[src/rtl/serial_shifter_if.sv]
// Start/busy/done handshake bundle between the execute stage and the serial shifter.
// The operation request and the shifted result share one parameterised interface.
interface serial_shifter_if #(
    parameter int unsigned WIDTH = 32,
    parameter int unsigned AMT_W = 5
);
    logic              start;
    logic [1:0]        op;
    logic [WIDTH-1:0]  data;
    logic [AMT_W-1:0]  amount;
    logic              busy;
    logic              done;
    logic [WIDTH-1:0]  result;

    modport master (
        output start, op, data, amount,
        input  busy, done, result
    );

    modport slave (
        input  start, op, data, amount,
        output busy, done, result
    );
endinterface

[src/rtl/serial_shifter.sv]
// Multi-cycle SLL/SRL/SRA/ROTR unit: shifts the latched operand one bit per clock
// and pulses done for one cycle when the result is valid.
module serial_shifter #(
    parameter int unsigned WIDTH = 32,
    parameter int unsigned AMT_W = 5
) (
    input  logic               clk,
    input  logic               reset,
    serial_shifter_if.slave    bus
);

    localparam logic [1:0] OP_SLL  = 2'b00;
    localparam logic [1:0] OP_SRL  = 2'b01;
    localparam logic [1:0] OP_SRA  = 2'b10;
    localparam logic [1:0] OP_ROTR = 2'b11;

    typedef enum logic [1:0] {
        IDLE  = 2'b00,
        SHIFT = 2'b01,
        DONE  = 2'b10
    } state_t;

    state_t            state, state_n;
    logic [AMT_W-1:0]  cnt, cnt_n;
    logic [WIDTH-1:0]  acc, acc_n;
    logic [1:0]        op_r, op_n;
    logic              busy_r, busy_n;
    logic              done_r, done_n;

    // Single-bit step of the selected shift.
    function automatic logic [WIDTH-1:0] shift1(input logic [WIDTH-1:0] v, input logic [1:0] o);
        logic [WIDTH-1:0] r;
        case (o)
            OP_SLL:  r = {v[WIDTH-2:0], 1'b0};
            OP_SRL:  r = {1'b0, v[WIDTH-1:1]};
            OP_SRA:  r = {v[WIDTH-1], v[WIDTH-1:1]};
            OP_ROTR: r = {v[0], v[WIDTH-1:1]};
            default: r = v;
        endcase
        return r;
    endfunction

    // State and datapath registers; busy/done are flopped decodes of the next state.
    always_ff @(posedge clk or negedge reset) begin
        if (!reset) begin
            state  <= IDLE;
            cnt    <= '0;
            acc    <= '0;
            op_r   <= OP_SLL;
            busy_r <= 1'b0;
            done_r <= 1'b0;
        end else begin
            state  <= state_n;
            cnt    <= cnt_n;
            acc    <= acc_n;
            op_r   <= op_n;
            busy_r <= busy_n;
            done_r <= done_n;
        end
    end

    // Next-state and datapath update.
    always_comb begin
        state_n = state;
        cnt_n   = cnt;
        acc_n   = acc;
        op_n    = op_r;

        case (state)
            IDLE: begin
                if (bus.start) begin
                    acc_n   = bus.data;
                    cnt_n   = bus.amount;
                    op_n    = bus.op;
                    state_n = (bus.amount != '0) ? SHIFT : DONE;
                end
            end
            SHIFT: begin
                acc_n = shift1(acc, op_r);
                cnt_n = cnt - AMT_W'(1);
                if (cnt == AMT_W'(1)) begin
                    state_n = DONE;
                end
            end
            DONE: begin
                state_n = IDLE;
            end
            default: begin
                state_n = IDLE;
            end
        endcase

        busy_n = (state_n != IDLE);
        done_n = (state_n == DONE);
    end

    assign bus.busy   = busy_r;
    assign bus.done   = done_r;
    assign bus.result = acc;

endmodule

[src/flat_wrapper.sv]
// flat-port wrapper written by rule: the top's interface ports become plain ports
module serial_shifter_flat 
#(
    parameter int unsigned WIDTH = 32,
    parameter int unsigned AMT_W = 5
)
  (clk, reset, bus_start, bus_op, bus_data, bus_amount, bus_busy, bus_done, bus_result);
  serial_shifter_if #(.WIDTH(WIDTH), .AMT_W(AMT_W)) bus_i ();
  input  logic clk;
  input  logic reset;
  input wire logic [$bits(bus_i.start)-1:0] bus_start;
  input wire logic [$bits(bus_i.op)-1:0] bus_op;
  input wire logic [$bits(bus_i.data)-1:0] bus_data;
  input wire logic [$bits(bus_i.amount)-1:0] bus_amount;
  output wire logic [$bits(bus_i.busy)-1:0] bus_busy;
  output wire logic [$bits(bus_i.done)-1:0] bus_done;
  output wire logic [$bits(bus_i.result)-1:0] bus_result;
  assign bus_i.start = bus_start;
  assign bus_i.op = bus_op;
  assign bus_i.data = bus_data;
  assign bus_i.amount = bus_amount;
  assign bus_busy = bus_i.busy;
  assign bus_done = bus_i.done;
  assign bus_result = bus_i.result;
  serial_shifter #(.WIDTH(WIDTH), .AMT_W(AMT_W)) u_core (.clk(clk), .reset(reset), .bus(bus_i));
endmodule
[config.mk]
export PLATFORM = sky130hd
export DESIGN_NAME = serial_shifter_flat
export DESIGN_NICKNAME = d
export VERILOG_FILES = /design/src/rtl/serial_shifter_if.sv /design/src/rtl/serial_shifter.sv /design/src/flat_wrapper.sv
export SDC_FILE = /design/constraint.sdc
export NUM_CORES = 1
export LEC_CHECK = 0
export ABC_CLOCK_PERIOD_IN_PS = 1850
export BUFFER_PORTS_ARGS = -buffer_cell sky130_fd_sc_hd__buf_2
export CORE_MARGIN = 3
export CORE_UTILIZATION = 25
export CTS_CLUSTER_SIZE = 8
export DETAILED_ROUTE_END_ITERATION = 16
export PLACE_DENSITY = 0.41
export SETUP_SLACK_MARGIN = 0.2
export SYNTH_ARGS = -nofsm -noshare
export SYNTH_HDL_FRONTEND = slang
export SYNTH_SLANG_ARGS = --single-unit
[constraint.sdc]
create_clock -name clk -period 1.85 [get_ports clk]
set_input_delay 0.555 -clock clk [delete_from_list [all_inputs] [get_ports clk]]
set_output_delay 0.555 -clock clk [all_outputs]
set_load 0.03 [all_outputs]
**Word level (Yosys, flattened, before mapping)**

Cells that the tools add are included.
Widths: inputs -> output; s select.

- Bits in registers: 43
- Word-level logic and storage cells: 33
- Input port bits: 42

- Mux-type cells: 9
- Equal/unequal tests: 8
- Add/subtract/negate cells: 1
- Reductions and logical operators: 8

Operator list:

| kind | count |
|---|---|
| $pmux 32 s4 | 1 |
| $pmux 32 s2 | 1 |
| $mux 32 | 1 |
| $pmux 5 s2 | 1 |
| $eq 2x2->1 const B | 3 |
| $mux 2 | 3 |
| $eq 5x1->1 const B | 1 |
| $mux 5 | 1 |
| $reduce_bool 5->1 | 1 |
| $sub 5x1->5 const B | 1 |
| $eq 2x1->1 const B | 2 |
| $logic_not 2->1 | 2 |
| $ne 2x2->1 const B | 2 |
| $pmux 2 s2 | 1 |
| $reduce_and 2->1 | 2 |
| $reduce_bool 2->1 | 2 |
| $reduce_and 3->1 | 1 |

**Longest topological paths before layout**

Gate-level depths: netlist of run 1.

- Depth after elaboration: 5
- Depth in mapped cells: 6
- Gate-level depth less buffers: 5

**Worst setup path before layout of run 1**

OpenSTA, ideal clock, no wires.

- Path type: in2reg
- Start: input port bus_amount[1]
- End: register u_core.done_r, in the netlist u_core.bus.done
- Required time: 1.785 ns
- Arrival: 1.442 ns
- Cell stages on the path: 3
- Buffers on the path: 0
- Path slack: 0.343 ns
- Cell sequence: or4_4 -> nor4b_4 -> o21a_1

- Word-level cells in the longest chain between the ends: 5

Ends and longest elaborated chain:

| item | line | RTL |
|---|---|---|
| start, declared | flat_wrapper.sv:14 | `input wire logic [$bits(bus_i.amount)-1:0] bus_amount;` |
| $reduce_bool 5->1 | serial_shifter.sv:75 | `state_n = (bus.amount != '0) ? SHIFT : DONE;` |
| $mux 2 | serial_shifter.sv:75 |  |
| $mux 2 | serial_shifter.sv:71 | `if (bus.start) begin` |
| $pmux 2 s2 | serial_shifter.sv:69 | `case (state)` |
| $eq 2x2->1 | serial_shifter.sv:94 | `done_n = (state_n == DONE);` |
| net u_core.done_n | serial_shifter.sv:28 | `logic done_r, done_n;` |
| end signal, assigned | serial_shifter.sv:58 | `done_r <= done_n;` |
| end, declared | serial_shifter.sv:28 |  |

The timed path passes the listed nets, and every way through them passes these cells.
A chain may end at the register's enable or synchronous reset.

**Final worst setup path of run 1**

- Start: register u_core.acc[30], in the netlist u_core.bus.result[30]
- End: output port bus_result[30]

RTL lines:

| item | line | RTL |
|---|---|---|
| start, declared | serial_shifter.sv:25 | `logic [WIDTH-1:0] acc, acc_n;` |
| start signal, assigned | serial_shifter.sv:55 | `acc <= acc_n;` |
| end, declared | flat_wrapper.sv:17 | `output wire logic [$bits(bus_i.result)-1:0] bus_result;` |

No word-level cell between the ends.

==> reports/metrics.cfg, run 1 <==
[placed_design]
io_buffers=75
gp_congestion=0.760
place.detailed.hpwl_um=5190

[timing]
relSlewSlack_pct=69.6
rsz0062_at_grt=no
clock.fmax_mhz=667
finalHoldViolations=0
slew_violations=0
finClkSkew_ps=4.67
fin_crit_ps=1500
fin_tns_setup_ps=0
setup_viol=0
fin_crit_sh_pct=81.0
worst_pin_slew_ps=456

[yosys]
synth_cell_type_count=38
ys.flop_type=dfrtp_1
synth_edf_count=0
synth_xor_area_share_pct=0
synthCells=277
muxShareOfSynthArea_pct=1.31
synth_seq_area_share_pct=43.4
yosysTopAreaCellShare_pct=43.4
synthAdderAreaFrac_pct=1.01
ys_ff_latch=43
synth_area_leaders=dfrtp_1 (43%), o21a_1 (9.7%), a211oi_1 (9.4%)
synth_compound_area_share_pct=37.9
syn_area_mm2=0.00248
synth_most_common_cell=dfrtp_1
yosys.area.top_type=dfrtp_1
synth-simple-area-share_pct=10.6
synth_common_cells=dfrtp_1 (43), o21ai_0 (42), nand2_1 (32), o21a_1 (32), a211oi_1 (31)
synth_top_family_by_area=compound AO/OA/AOI/OAI gates
syn_nets=321
async_reset_ff_share_pct=100
syn-mean-instance-area_um2=8.94
synth_warnings=0

[critical_path]
end_kind=output pin
path_class=reg -> out
r2r_setup_slack_ps=370
r2r_end=u_core.bus.result[26]
critical-path-max-stage-delay_ps=430
crit_buf_inv=1
worstSetupStartpointType=flop
cpMaxStageDelayCell=dfrtp_1
crit_family=flip-flops
crit_path_cell_trace=buf_2
reg2regPathDepth=4
crit_fanout=4
required_ps=1290
r2r_start=u_core.op_r[1]
critPathArrivalTime_ps=940

[floorplan]
initial_core_util_pct=26.3
die_area_mm2=0.0111
row_count=35
io_pins=76
die_height_um=106
core_mm2=0.00942
die_w_um=106

[routing]
drc=0
vias=2388
ant_nets=0
wire_per_inst_um=15.9
viasPerCell=5.02
firstDrtPassIters=4
dr.first_iter.drc_count=103
drt-total-wl_um=7560

[finish]
syn_to_final_growth_pct=27.4
finish.utilization_pct=33.5
diodes=0
fin_nets=390
n_fill_cell=1029
drive_gt1_share_pct=30.5

[clock_tree]
clock_latency_ps=290
cts_setup_buffers=0
clockBufferDepth=2
postCtsHoldBufs=0
clk_pin_slew_ps=90
htreeDepth=2
root_buffer=clkbuf_8
cts_buffers=5
cts_resized=0
cts_tree=done
cts_sinks=43

[global_routing]
grt_pass1_vias=2418
antenna_found_initial=1
grt_max_degree=44
gr-total-overflow=0
grt_pass1_wl_um=12500
grt_usage_pct=13.8

[power_and_ir_drop]
powerDensity_mw_per_mm2=2040
p_leak_uw=0.00133
ir_drop_uv=812

[hold_path]
hp-class=in -> async

[outcome]
outcome=finished clean

[job]
drv_cap=0

==> registers in the layout, summed over array words and instances, names as in the netlist <==
register and flops:
u_core.op_r 2, u_core.bus.done 1, u_core.bus.busy 1, u_core.cnt 5
u_core.state 2, u_core.bus.result 32
==> how the worst max path moves through the flow <==
stage	from	to	slack, ps	depth (start not counted)
after floorplan	bus_amount[1]	u_core.bus.done	340	3
after global placement	bus_amount[1]	u_core.bus.done	200	4
after detailed placement	bus_amount[1]	u_core.bus.done	190	4
after CTS	u_core.bus.result[30]	bus_result[30]	320	1
after global routing	u_core.state[1]	u_core.bus.result[1]	260	4
final	u_core.bus.result[30]	bus_result[30]	350	1
==> through the flow <==
stage	cells	power, uW	hold slack (ps)	area (um2)	setup slack (ps)
floorplan	277	4560	259	2480	343
global placement	468	5760	513	3040	195
detailed placement	468	5740	508	3040	188
CTS	476	6550	225	3160	322
global route	476	7030	235	3160	255
finish	476	6450	215	3160	351
==> metal layers <==
| layer | share of wire (%) | global-route usage [%] |
|---|---|---|
| met1 | 49 | 19.8 |
| met5 | 0.093 | 0 |
| met4 | 0.54 | 3.05 |
| met3 | 5.6 | 3.25 |
| met2 | 45 | 21.1 |
==> cell families after synthesis <==
kind of cell / count (synthesis)
and+or+nand+nor: 51
DFF: 43
AOI/OAI and AO/OA: 145
muxes: 3
buffers and inverters: 33
adders and majority gates: 2
==> layout by cell type, fill, tap and decap left out, types with 2 or more instances in the layout <==
cell type,count
a21oi_1,4
a22oi_1,2
mux2_2,2
nor3b_1,2
o21a_1,32
nand2_1,32
a211oi_1,31
o22ai_1,2
buf_4,11
nor2_1,5
clkbuf_8,6
o21ai_0,42
nand2b_1,3
inv_1,5
o21ai_1,21
dfrtp_1,43
ha_1,2
buf_12,3
o2bb2ai_1,2
buf_2,75
==> power by group <==
part | switching [uW] | total, uW | internal (uW)
logic | 2240 | 3680 | 1440
clock network | 337 | 775 | 437
registers | 569 | 2000 | 1430
total | 3150 | 6450 | 3300
==> cell type report <==
class	instances	area [um2]	area share [%]
multi-input cells	201	1260	40.0
flip-flops and latches	43	1080	34.1
repair buffers	89	518	16.4
well taps	129	161	5.11
clock buffers	6	82.6	2.62
clock inverters	2	35.0	1.11
inverters	6	22.5	0.713
(Power assumes the default switching activity.)
==> run 2: changes to the inputs <==
--- a/config.mk
+++ b/config.mk
@@ -5,13 +5,14 @@
 export SDC_FILE = /design/constraint.sdc
 export NUM_CORES = 1
 export LEC_CHECK = 0
-export ABC_CLOCK_PERIOD_IN_PS = 1850
+export ABC_AREA = 1
+export ABC_CLOCK_PERIOD_IN_PS = 1200
 export BUFFER_PORTS_ARGS = -buffer_cell sky130_fd_sc_hd__buf_2
 export CORE_MARGIN = 3
 export CORE_UTILIZATION = 25
 export CTS_CLUSTER_SIZE = 8
 export DETAILED_ROUTE_END_ITERATION = 16
-export PLACE_DENSITY = 0.41
+export PLACE_DENSITY = 0.42
 export SETUP_SLACK_MARGIN = 0.2
 export SYNTH_ARGS = -nofsm -noshare
 export SYNTH_HDL_FRONTEND = slang
==> constraint.sdc (replaced) <==
create_clock -name clk -period 1.2 [get_ports clk]
set_input_delay 0.36 -clock clk [delete_from_list [all_inputs] [get_ports clk]]
set_output_delay 0.36 -clock clk [all_outputs]
set_load 0.03 [all_outputs]
==> run 2 against run 1 <==
Against the previous run:
- the run now ends with negative setup slack left
- register-to-register slack lost 410 ps
- sequential share of layout area is 9.9 points lower
- worst hold slack lost 190 ps
- via count rose by 20%
- combinational power grew to 3.1 times the previous value
- die area about the same
- setup slack got worse by 400 ps
- largest power group unchanged
- clock-buffer cell count is the same
- core utilization increased by 14 points
- highest routed layer is now met4
- clock skew rose by 1.6 ps
- design area up 42%
==> reports/metrics.cfg, run 2 <==
[yosys]
synth_common_cells=nand2_1 (87), nor2_1 (44), dfrtp_1 (43)
synth_area_leaders=dfrtp_1 (43%), nand2_1 (13%), nand3_1 (8.5%)
synth_edf_count=0
async_reset_ff_share_pct=100
ys.flop_type=dfrtp_1
synth_warnings=0
syn-mean-instance-area_um2=6.91
synth_most_common_cell=nand2_1
ys_ff_latch=43
yosysTopAreaCellShare_pct=43.5
synth_seq_area_share_pct=43.5
synthCells=358
syn_nets=402
yosys.area.top_type=dfrtp_1
syn_area_mm2=0.00247
synth_cell_type_count=19

[clock_tree]
cts_sinks=43
clk_pin_slew_ps=90
cts_tree=done
postCtsHoldBufs=0
cts_buffers=5
htreeDepth=2
clock_latency_ps=300
root_buffer=clkbuf_8
clockBufferDepth=2

[hold_path]
hp-class=in -> async

[routing]
top_layer_used=met4
drt-total-wl_um=9100
vias=2866
wl_met3_um=367
viasPerCell=4.60
wl_met2_um=4450
ant_nets=0
firstDrtPassIters=4
wire_per_inst_um=14.6
drc=0
wl_met1_um=4200
dr.first_iter.drc_count=85

[timing]
worst_pin_slew_ps=259
relSlewSlack_pct=82.7
setup_viol=35
fin_crit_ps=1250
finalHoldViolations=0
fin_crit_sh_pct=104
setup_slack_ps=-47.8
finClkSkew_ps=6.28
slew_violations=0
rsz0062_at_grt=yes
clock.fmax_mhz=801
holdWs_ps=23.9

[global_routing]
grt_usage_pct=15.4
grt_max_degree=44
grt_pass1_vias=2747
antenna_found_initial=0
grt_pass1_wl_um=14000
gr-total-overflow=0

[critical_path]
crit_family=flip-flops
critical-path-max-stage-delay_ps=440
cpMaxStageDelayCell=dfrtp_2
crit_path_cell_trace=buf_6
critPathArrivalTime_ps=890
worstSetupStartpointType=flop
crit_buf_inv=1
crit_fanout=2
required_ps=840
end_kind=output pin
path_class=reg -> out

[finish]
largest_reg_flops=32
drive_gt1_share_pct=49.6
finish.utilization_pct=47.6
diodes=0
syn_to_final_growth_pct=80.9
postLayoutCellArea_mm2=0.00448
layout_common_cells=nand2_1 (78), buf_4 (47), buf_6 (45), buf_2 (41), dfrtp_1 (38)
mostFrequentLayoutCell=nand2_1
fin_nets=539

[outcome]
outcome=complete, but fails checks
violations=negative setup slack

[placed_design]
place.detailed.hpwl_um=5580
placed_area_mm2=0.00318
io_buffers=75
place_ws_ps=-34.6
gp_congestion=0.778

[floorplan]
core_mm2=0.00942
die_area_mm2=0.0111
die_w_um=105
die_height_um=105
io_pins=76
initial_core_util_pct=26.3
row_count=35

[power_and_ir_drop]
p_leak_uw=0.00217
ir_drop_uv=1510
power_uw=15200
powerDensity_mw_per_mm2=3400

[job]
drv_cap=0

## run 2: metrics by stage
stage | std cells | TNS, ps
6_report | 623 | -566
5_1_grt | 623 | -3500
4_1_cts | 609 | -668
3_5_place_dp | 563 | -104
3_3_place_gp | 563 | -21.3
2_1_floorplan | 358 | 0
## run 2: cell families after synthesis
| logic type | Yosys count | share of synthesized area, % |
|---|---|---|
| flip-flops | 43 | 43.5 |
| AO/OA/AOI/OAI | 72 | 14.6 |
| adder cells (fa/ha/maj) | 2 | 1.01 |
| AND/OR/NAND/NOR | 180 | 30.3 |
| XOR/XNOR | 1 | 0.354 |
| buffers and inverters | 60 | 10.3 |
## run 2: report_power, final
group          total [uW]  internal, uW  leakage [uW]  switching [uW]
sequential           2900          2240      0.000502             661
combinational       11400          5440       0.00163            5980
clock                 920           390     0.0000371             530
total               15200          8070       0.00217            7170
## run 2: timing repair
action | 4_1_cts | 5_1_grt
gates resized for setup | 143 | 54
pin swaps | 15 | 30
setup endpoints to repair | 77 | 77
buffers inserted | 37 | 10
cloned | 3 | 4
## run 2: final timing paths
kind,cells after the start,startpoint,slack (ps),to
setup / recovery,1,u_core.bus.result[0],-50,bus_result[0]
hold / removal,2,reset,20,u_core.bus.result[18]
setup reg to reg,6,u_core.state[0],-40,u_core.bus.result[12]
hold reg to reg,2,u_core.cnt[4],520,u_core.cnt[4]
max in group asynchronous,2,reset,930,u_core.state[1]
min in group clk,3,bus_op[0],280,u_core.op_r[0]
## run 2: metal layers
layer,global-route usage [%],vias up
met5,0,-
met4,2.78,0
met3,3.00,6
met2,25.8,56
met1,21.0,1386
li1,-,1418
## run 2: area by class of cell
class	instances	area, um2
Clock buffer	6	72.6
Sequential cell	43	1080
Tap cell	129	161
Inverter	41	159
Timing Repair Buffer	149	1420
Multi-Input combinational cell	255	1590
Fill cell	949	4940
